File: config.mk
export PLATFORM = sky130hd
export DESIGN_NAME = dir_cmd_tx
export DESIGN_NICKNAME = d
export VERILOG_FILES = /design/src/rtl/dir_cmd_tx.sv
export SDC_FILE = /design/constraint.sdc
export NUM_CORES = 1
export LEC_CHECK = 0
export BUFFER_PORTS_ARGS = -buffer_cell sky130_fd_sc_hd__buf_2
export CAP_MARGIN = 20
export CORE_AREA = 2 2 75 77
export CTS_BUF_LIST = sky130_fd_sc_hd__clkbuf_2 sky130_fd_sc_hd__clkbuf_4 sky130_fd_sc_hd__clkbuf_8
export CTS_CLUSTER_SIZE = 16
export DETAILED_ROUTE_END_ITERATION = 7
export DIE_AREA = 0 0 77 79
export GPL_TIMING_DRIVEN = 0
export PLACE_DENSITY_LB_ADDON = 0.1
export SYNTH_ARGS = -nofsm -noshare
export SYNTH_HDL_FRONTEND = slang
export SYNTH_SLANG_ARGS = --single-unit
File: constraint.sdc
create_clock -name iCLK -period 2.4 [get_ports iCLK]
set_input_delay 0.36 -clock iCLK [delete_from_list [all_inputs] [get_ports iCLK]]
set_output_delay 0.36 -clock iCLK [all_outputs]
set_load 0.02 [all_outputs]
File: src/rtl/dir_cmd_tx.sv
// dir_cmd_tx: debounces the per-frame direction code sampled at the end of the
// active area and sends each newly accepted direction as one UART 8N1 byte.
module dir_cmd_tx #(
    parameter int Y_START       = 27,
    parameter int V_SYNC_ACT    = 600,
    parameter int STABLE_FRAMES = 3,
    parameter int CLKS_PER_BIT  = 347
) (
    input  logic        iCLK,
    input  logic        iRST_N,
    input  logic [12:0] iH_Cont,
    input  logic [12:0] iV_Cont,
    input  logic [2:0]  iDirection,
    output logic        oTX,
    output logic        oBusy,
    output logic [2:0]  oStableDir
);

    localparam int              CNT_W       = (CLKS_PER_BIT > 1) ? $clog2(CLKS_PER_BIT) : 1;
    localparam logic [12:0]     STROBE_LINE = 13'(Y_START + V_SYNC_ACT);
    localparam logic [3:0]      RUN_MAX     = 4'(STABLE_FRAMES);
    localparam logic [CNT_W-1:0] BIT_LAST   = CNT_W'(CLKS_PER_BIT - 1);
    localparam logic [2:0]      CODE_NONE   = 3'd7;

    typedef enum logic [1:0] {
        IDLE,
        START,
        DATA,
        STOP
    } tx_state_t;

    tx_state_t state;
    tx_state_t stateNext;

    logic             strobe;
    logic             strobeD;
    logic [2:0]       candidate;
    logic [3:0]       runCnt;
    logic             accept;

    logic             pendValid;
    logic [2:0]       pendCode;
    logic [2:0]       lastSent;

    logic [7:0]       shiftReg;
    logic [2:0]       bitIdx;
    logic [CNT_W-1:0] bitCnt;
    logic             bitDone;
    logic             consume;
    logic             load;

    function automatic logic [7:0] cmdByte(input logic [2:0] code);
        return (code == CODE_NONE) ? 8'h4E : {5'b00110, code};
    endfunction

    assign strobe  = (iV_Cont == STROBE_LINE) && (iH_Cont == 13'd0);
    assign accept  = strobeD && (runCnt == RUN_MAX) && (candidate != oStableDir);
    assign bitDone = (bitCnt == BIT_LAST);
    assign oBusy   = (state != IDLE);

    // Debounce: track a candidate code and how many consecutive frames it held.
    always_ff @(posedge iCLK or negedge iRST_N) begin
        if (!iRST_N) begin
            strobeD    <= 1'b0;
            candidate  <= CODE_NONE;
            runCnt     <= '0;
            oStableDir <= CODE_NONE;
        end else begin
            strobeD <= strobe;
            if (strobe) begin
                if (iDirection == candidate) begin
                    if (runCnt < RUN_MAX) runCnt <= runCnt + 4'd1;
                end else begin
                    candidate <= iDirection;
                    runCnt    <= 4'd1;
                end
            end
            if (accept) oStableDir <= candidate;
        end
    end

    // Single-entry command slot; a post beats a same-cycle consume so it is not lost.
    always_ff @(posedge iCLK or negedge iRST_N) begin
        if (!iRST_N) begin
            pendValid <= 1'b0;
            pendCode  <= CODE_NONE;
        end else if (accept) begin
            pendValid <= 1'b1;
            pendCode  <= candidate;
        end else if (consume) begin
            pendValid <= 1'b0;
        end
    end

    // TX state register plus bit timing and shift datapath.
    always_ff @(posedge iCLK or negedge iRST_N) begin
        if (!iRST_N) begin
            state    <= IDLE;
            shiftReg <= '0;
            bitIdx   <= '0;
            bitCnt   <= '0;
            lastSent <= CODE_NONE;
        end else begin
            state <= stateNext;
            if (load) begin
                shiftReg <= cmdByte(pendCode);
                lastSent <= pendCode;
                bitIdx   <= '0;
                bitCnt   <= '0;
            end else if (state != IDLE) begin
                if (bitDone) begin
                    bitCnt <= '0;
                    if (state == DATA) bitIdx <= bitIdx + 3'd1;
                end else begin
                    bitCnt <= bitCnt + 1'b1;
                end
            end
        end
    end

    // Next-state logic; a pending code equal to the last sent one is discarded
    // because an overwrite can bring the line back to the code just transmitted.
    always_comb begin
        stateNext = state;
        consume   = 1'b0;
        load      = 1'b0;
        case (state)
            IDLE: begin
                if (pendValid) begin
                    consume = 1'b1;
                    if (pendCode != lastSent) begin
                        load      = 1'b1;
                        stateNext = START;
                    end
                end
            end
            START: if (bitDone) stateNext = DATA;
            DATA:  if (bitDone && (bitIdx == 3'd7)) stateNext = STOP;
            STOP:  if (bitDone) stateNext = IDLE;
            default: stateNext = IDLE;
        endcase
    end

    // Serial line level for the current state.
    always_comb begin
        oTX = 1'b1;
        case (state)
            START:   oTX = 1'b0;
            DATA:    oTX = shiftReg[bitIdx];
            default: oTX = 1'b1;
        endcase
    end

endmodule

### Word level (Yosys, flattened, before mapping)

Cells that the tools add are included.

* add/subtract/negate cells: 3
* bitwise logic cells: 1
* muxes and demuxes: 26
* reduce and logical (&&, ||, !) cells: 15
* $lt $le $gt $ge: 2
* eq/ne operators: 17

Operators with widths (number)
* 9-bit two-way mux: 3
* 13-bit by 10-bit equality test with 1-bit output (second input constant): 1
* 13-bit zero test: 1
* 3-bit two-way mux: 4
* 2-bit two-way mux: 5
* 2-bit nonzero test: 5
* 9-bit by 1-bit adder with 9-bit output (second input constant): 1
* 9-bit equality test (second input constant): 1
* 1-bit two-way mux: 8
* 4-bit two-way mux: 2
* 2-bit != test (second input constant): 4
* 2-bit one-hot mux with 4 select lines: 1
* 7-bit two-way mux: 1
* 3-bit equality test (second input constant): 2
* 3-bit != test: 2
* 5-bit AND reduction: 1
* 4-bit by 1-bit adder with 4-bit output (second input constant): 1
* 2-bit equality test (second input constant): 2
* 4-bit by 2-bit equality test with 1-bit output (second input constant): 1
* 1-bit logical AND: 4
* 3-bit by 4-bit less-than comparator with 1-bit output (second input constant): 1
* 4-bit by 2-bit less-than comparator with 1-bit output (second input constant): 1
* 2-bit by 1-bit != test with 1-bit output (second input constant): 2
* 2-bit AND reduction: 2
* other kinds (8): 8

* bits in registers: 37
* output and inout bits: 5

### Logic depth before layout (Yosys ltp)

Gate-level depths: netlist of the first run.

* depth after elaboration: 6
* depth in mapped cells: 8

### Worst setup path after synthesis of the first run

No wires, ideal clock.

* path type: flip-flop to flip-flop
* from: reg state[0]
* to: reg state[1]
* library setup time: 0.128 ns
* clock period less this slack: 1.896 ns
* setup slack: 0.504 ns
* arrival: 1.768 ns
* path buffers: 2
* required time: 2.272 ns
* cell stages (with the launch flop): 9
* path through: dfrtp_1 > inv_1 > ha_1 > clkbuf_1 > nor2b_1 > a41o_1 > buf_6 > a211oi_2 > mux2_1

* cells in the longest elaborated chain, start to end: 3
* elaborated cells on any way between the ends: 11

RTL lines
* from (decl): line 32 `tx_state_t state;`
* from (signal assigned): line 104 `state <= stateNext;`
* 2-bit equality test (tied with other cells): line 127 `case (state)`
* 2-bit by 1-bit != test with 1-bit output (no line) / 2-bit != test (equally long branches)
* 5-bit AND reduction (no line)

Parallel ways exist; a longest one is shown, timed or not.
A chain may end at the register's enable or synchronous reset.

### Final worst setup path of the first run

Same ends and word-level chain as after synthesis.

==> results.cfg, run 1 <==
[cts]
cts_tree = built
cts_buffer_depth = 2
clock_latency_ns = 0.28
postCtsHoldBufs = 0
cts_root_buffer = clkbuf_8
cts_setup_buffers = 0
ctsResizeCount = 0
path_clk_slew_ns = 0.07
cts_sinks = 34
htreeDepth = 2
numCtsBuffers = 5

[grt]
grt_max_degree = 35
grt_overflow = 0
busiest_layer = met2
grt_use_met3_pct = 2.955
grt_pass1_vias = 1557
grtUsageMet1_pct = 16.16
grt_pass1_wl_um = 7003
antenna_found_initial = 0
gr-usage-all-layers_pct = 14.13
met2_usage_pct = 26.49

[setup_path]
startpoint_type = flop
end_kind = flop
cp_max_fo = 10
crit_required_ns = 2.56
path_class = reg2reg
worstPathArrival_ns = 2.28

[timing]
fmaxAchievable_ghz = 0.4715
setup_viol = 0
max_slew_margin_pct = 48.10
hold_ws_ns = 0.1521
fin_tns_setup_ns = 0
finClkSkew_ns = 0.003423
tightest_slew_ns = 0.7785
final_hold_viol_count = 0
finalCritPeriodShare_pct = 88.37
rsz0062_at_grt = no
fin_ws_ns = 0.2792
min_period_ns = 2.121
slew_viol_final = 0

[placed_design]
gp_congestion = 0.8150
place_hpwl_um = 2910
portBuffers = 35
pre_cts_slack_ns = 0.2738

[yosys]
synth-seq-cells = 34
synth-seq-area-share_pct = 46.21
yosys.area.top_type = dfrtp_1
yosysMostFrequentCell = dfrtp_1
synth_top_area_share_pct = 33.53
netlist_instances = 173
ys_top_cells_by_count = dfrtp_1, inv_1, mux2_2, nand2_1, o21ai_0
ys.flop_type = dfrtp_1
synth-edff-count = 0
synth.area.top_cells = dfrtp_1, dfstp_2, ha_1, mux2_2, xnor2_1
syn_nets = 214
netlist_area_um2 = 1866
async_flop_share_pct = 100.0
yosys_warnings = 0
post_synth_num_cell_types = 43
syn_area_per_cell_um2 = 10.78

[pwr]
pwr_density_cell_nw_per_um2 = 502.0
p_leak_nw = 1.001
combPwrFrac_pct = 3.8
switchingPower_mw = 0.2237
p_clk_share_pct = 45.2
switching_share_pct = 19.90
p_seq_share_pct = 51.0
vdd_ir_drop_max_mv = 0.3126
p_total_mw = 1.124
internal_power_mw = 0.9006

[layout]
nFillCells = 551
fin_nets = 256
finish.utilization_pct = 41.96
regArea_um2 = 862.1
area_delta_synth_final_pct = 20.05
drive_above_1_share_pct = 32.87
antennaDiodeCount = 0
multi_input_area_um2 = 925.9

[route]
num_vias = 1426
postRouteAntennaNets = 0
first_pass_iters = 4
wl_per_cell_um = 13.22
drt-vias-per-instance = 4.951
wl_um = 3807
drc_errors = 0
drt_iter0_drc = 43

[floorplanning]
start_util_pct = 34.95
core_area_um2 = 5338
ios = 36
die_area_um2 = 6083
rows = 27
dieWidth_um = 77
die_h_um = 79

[run]
cap_violations = 0

[min_path]
min_path_type = in2async

[outcome]
status = finished clean
[power by group through the flow]
stage	logic (mW)	clock network, mW	registers (mW)
floorplan	0.00690	0	0.584
global placement	0.0413	0	0.584
detailed placement	0.0435	0	0.584
CTS	0.0437	0.531	0.573
global route	0.0487	0.554	0.573
finish	0.0425	0.508	0.574
[logic make-up (layout without fill, tap and decap cells)]
group	after synthesis	after routing	share of synthesized area [%]
muxes	14	14	8.987
buffers and inverters	17	60	4.159
DFF	34	34	46.21
xor gates and xnor gates	10	10	4.695
and+or+nand+nor	53	53	16.97
AOI/OAI and AO/OA	35	35	12.27
adders and majority gates	10	10	6.707
[cell usage in the layout, fill, tap and decap left out, types with 3 or more instances in the layout]
master    netlist  final
a22o_1          3      3
a21o_1          3      3
inv_1          11     11
nand2_1        11     11
xnor2_1        10     10
mux2_2         11     11
nor2_1          4      4
nand4_1         5      5
a21oi_1         5      5
o21ai_0        11     11
nand3_1        10     10
dfrtp_1        25     25
dfstp_2         9      9
clkbuf_8        0      5
buf_2           2     37
nor4bb_1        3      3
ha_1           10     10
nor4_1          5      5
o22ai_1         3      3
[final cells by class]
| type | count | share of cell area (%) |
|---|---|---|
| inverters | 11 | 1.844 |
| clock buffers | 5 | 3.073 |
| well taps | 72 | 4.022 |
| multi-input cells | 122 | 41.34 |
| flip-flops and latches | 34 | 38.49 |
| clock inverters | 3 | 1.788 |
| repair buffers | 35 | 7.821 |
| plain buffers | 6 | 1.620 |
[path summary, 6_finish.rpt]
path                                end     startpoint  depth (start not counted)  slack (ns)
hold reg to reg               runCnt[0]      runCnt[0]                          1        0.48
min in group iCLK          candidate[0]  iDirection[0]                          2        0.34
setup reg to reg               state[1]       state[0]                          8        0.28
hold / removal                bitCnt[8]         iRST_N                          1        0.15
max in group asynchronous       strobeD         iRST_N                          1        1.74
setup / recovery               state[1]       state[0]                          8        0.28
[registers in the layout, summed over array words and instances, names as in the netlist]
signal	cells
bitCnt	9
bitIdx	3
candidate	3
lastSent	3
pendCode	3
pendValid	1
runCnt	4
shiftReg	5
state	2
strobeD	1
[routing by layer]
layer	up-vias	wire length (um)
met3	2	101
met2	18	1978
li1	712	-
met4	0	15
met5	-	0
met1	694	1711
[critical path, stage by stage, from the launching register on]
cell and delay, ns:
dfrtp_1 0.40, inv_1 0.10, ha_1 0.20, clkbuf_1 0.19, nor2b_1 0.18, a41o_1 0.23
buf_6 0.15, a211oi_2 0.21, mux2_1 0.35
[through the flow]
step	std cells	instance area [um^2]
after CTS	288	2240
final	288	2240
after global placement	280	2131
after detailed placement	280	2131
after global routing	288	2240
after floorplan	173	1866
No activity file was read; power rests on OpenSTA's default activity.
==> inputs of run 2 (changes only) <==
Settings changed: ABC_AREA set to 1, CORE_AREA 2 2 75 77 to 2 2 71 90, DIE_AREA 0 0 77 79 to 0 0 73 92, GPL_ROUTABILITY_DRIVEN set to 0.
==> run 2 against run 1 <==
  * Routed wire length increased by 17%
  * Sequential power is essentially flat
  * Register-to-register slack improved by 0.57 ns
  * Area after synthesis grew 14%
  * Sequential share of layout area shrank 3.7 points
  * Count of clock-buffer cells in the layout rose by 2
==> results.cfg, run 2 <==
[layout]
regArea_um2 = 862.1
antennaDiodeCount = 0
fin_nets = 364
nFillCells = 613
multi_input_area_um2 = 1095
post-route-cell-area_um2 = 2481
finish.utilization_pct = 41.59
top_regs = bitCnt (9), shiftReg (5), runCnt (4)
final_cell_mix = nand2_1, inv_1, buf_2
largest_reg_flops = 9
area_delta_synth_final_pct = 16.72
final_common_cell = nand2_1
regMostFlops = bitCnt
drive_above_1_share_pct = 22.22

[setup_path]
end_kind = output pin
cp_max_fo = 7
crit_required_ns = 2.04
startpoint_type = flop
worstPathArrival_ns = 1.57
path_class = reg2out

[route]
wl_um = 4442
wl_per_cell_um = 11.33
num_vias = 1854
drt-vias-per-instance = 4.730
postRouteAntennaNets = 0
first_pass_iters = 4
drt_iter0_drc = 62
drc_errors = 0

[min_path]
min_path_type = in2async

[cts]
postCtsHoldBufs = 0
cts_root_buffer = clkbuf_8
path_clk_slew_ns = 0.07
htreeDepth = 2
ctsResizeCount = 0
clock_latency_ns = 0.29
cts_tree = built
cts_sinks = 34
cts_setup_buffers = 0
cts_buffer_depth = 2
numCtsBuffers = 5

[floorplanning]
ios = 36
core_area_um2 = 5966
start_util_pct = 35.63
die_h_um = 92
rows = 32
die_area_um2 = 6716
dieWidth_um = 73

[timing]
final_hold_viol_count = 0
finalCritPeriodShare_pct = 80.42
finClkSkew_ns = 0.006780
fmaxAchievable_ghz = 0.5181
max_slew_margin_pct = 49.53
fin_tns_setup_ns = 0
setup_viol = 0
slew_viol_final = 0
min_period_ns = 1.930
tightest_slew_ns = 0.7571
rsz0062_at_grt = no

[outcome]
status = finished clean

[yosys]
netlist_instances = 281
yosys_warnings = 0
post_synth_num_cell_types = 29
syn_area_per_cell_um2 = 7.565
synth-seq-cells = 34
synth.area.top_cells = dfrtp_1, nand2_1, dfstp_2, nand3_1, inv_1
async_flop_share_pct = 100.0
synth_top_area_share_pct = 29.43
ys.flop_type = dfrtp_1
yosysMostFrequentCell = nand2_1
ys_top_cells_by_count = nand2_1, inv_1, nand3_1
synth-edff-count = 0
syn_nets = 322
synth-seq-area-share_pct = 40.55
yosys.area.top_type = dfrtp_1
netlist_area_um2 = 2126

[grt]
gr-usage-all-layers_pct = 14.94
grt_overflow = 0
grt_pass1_wl_um = 7955
antenna_found_initial = 0
grt_max_degree = 35
grt_pass1_vias = 1846

[placed_design]
dpl_cell_area_um2 = 2386
place_hpwl_um = 3496
portBuffers = 35

[pwr]
p_total_mw = 1.092
vdd_ir_drop_max_mv = 0.2638
p_leak_nw = 1.236
pwr_density_cell_nw_per_um2 = 439.9

[run]
cap_violations = 0
run 2: cell count changes after synthesis, moves of 6 or more:
cell / before / now
inv_1: 11 / 37
mux2_2: 11 / 0
nand2_1: 11 / 67
nand3_1: 10 / 30
nor2_1: 4 / 28
o21ai_1: 0 / 6
run 2: cell families after synthesis:
kind of cell	after synthesis	share of synthesized area, %
buffers and inverters	43	7.946
and+or+nand+nor	153	32.96
DFF	34	40.55
AOI/OAI and AO/OA	31	8.475
xor gates and xnor gates	9	3.708
muxes	1	0.4709
adders and majority gates	10	5.886
run 2: power breakdown:
group          switching, mW  internal [mW]
Clock                  0.211          0.243
Sequential       0.000000135          0.574
Combinational         0.0372         0.0264
Total                  0.249          0.843
run 2: area by class of cell:
type                            instances  area share (%)
Buffer                                  1          0.4539
Clock buffer                            7           3.631
Clock inverter                          1          0.2017
Inverter                               42           6.354
Multi-Input combinational cell        204           44.13
Sequential cell                        34           34.75
Tap cell                               68           3.429
Timing Repair Buffer                   35           7.060
run 2: final timing paths:
kind,startpoint,to,slack (ns),cells past startpoint
min in group iCLK,iDirection[0],candidate[0],0.31,3
worst min-delay path,iRST_N,bitCnt[5],0.14,1
max in group asynchronous,iRST_N,bitIdx[1],1.77,1
worst min register to register,lastSent[1],lastSent[1],0.48,2
worst max-delay path,state[0],oBusy,0.47,4
worst max register to register,state[0],state[0],0.85,8
run 2: metal layers:
metal | vias up | track usage [%] | share of wire, %
met4 | 0 | 5.093 | 1.1
met3 | 4 | 3.077 | 3.8
met1 | 820 | 17.01 | 43
met2 | 40 | 26.88 | 52
li1 | 990 | - | -
met5 | - | 0 | 0
run 2: stage by stage:
| stage | setup WS (ns) | instances | hold slack, ns |
|---|---|---|---|
| 2_1_floorplan | 0.8940 | 281 | 0.06441 |
| 3_3_place_gp | 0.7682 | 384 | 0.4645 |
| 3_5_place_dp | 0.7621 | 384 | 0.4645 |
| 4_1_cts | 0.4344 | 392 | 0.1820 |
| 5_1_grt | 0.3420 | 392 | 0.2186 |
| 6_report | 0.4698 | 392 | 0.1375 |
run 2: worst max-delay path: stages (launching register included):
cell and delay (ns):
dfrtp_1 0.42, inv_1 0.12, ha_1 0.41, inv_2 0.15, buf_2 0.19
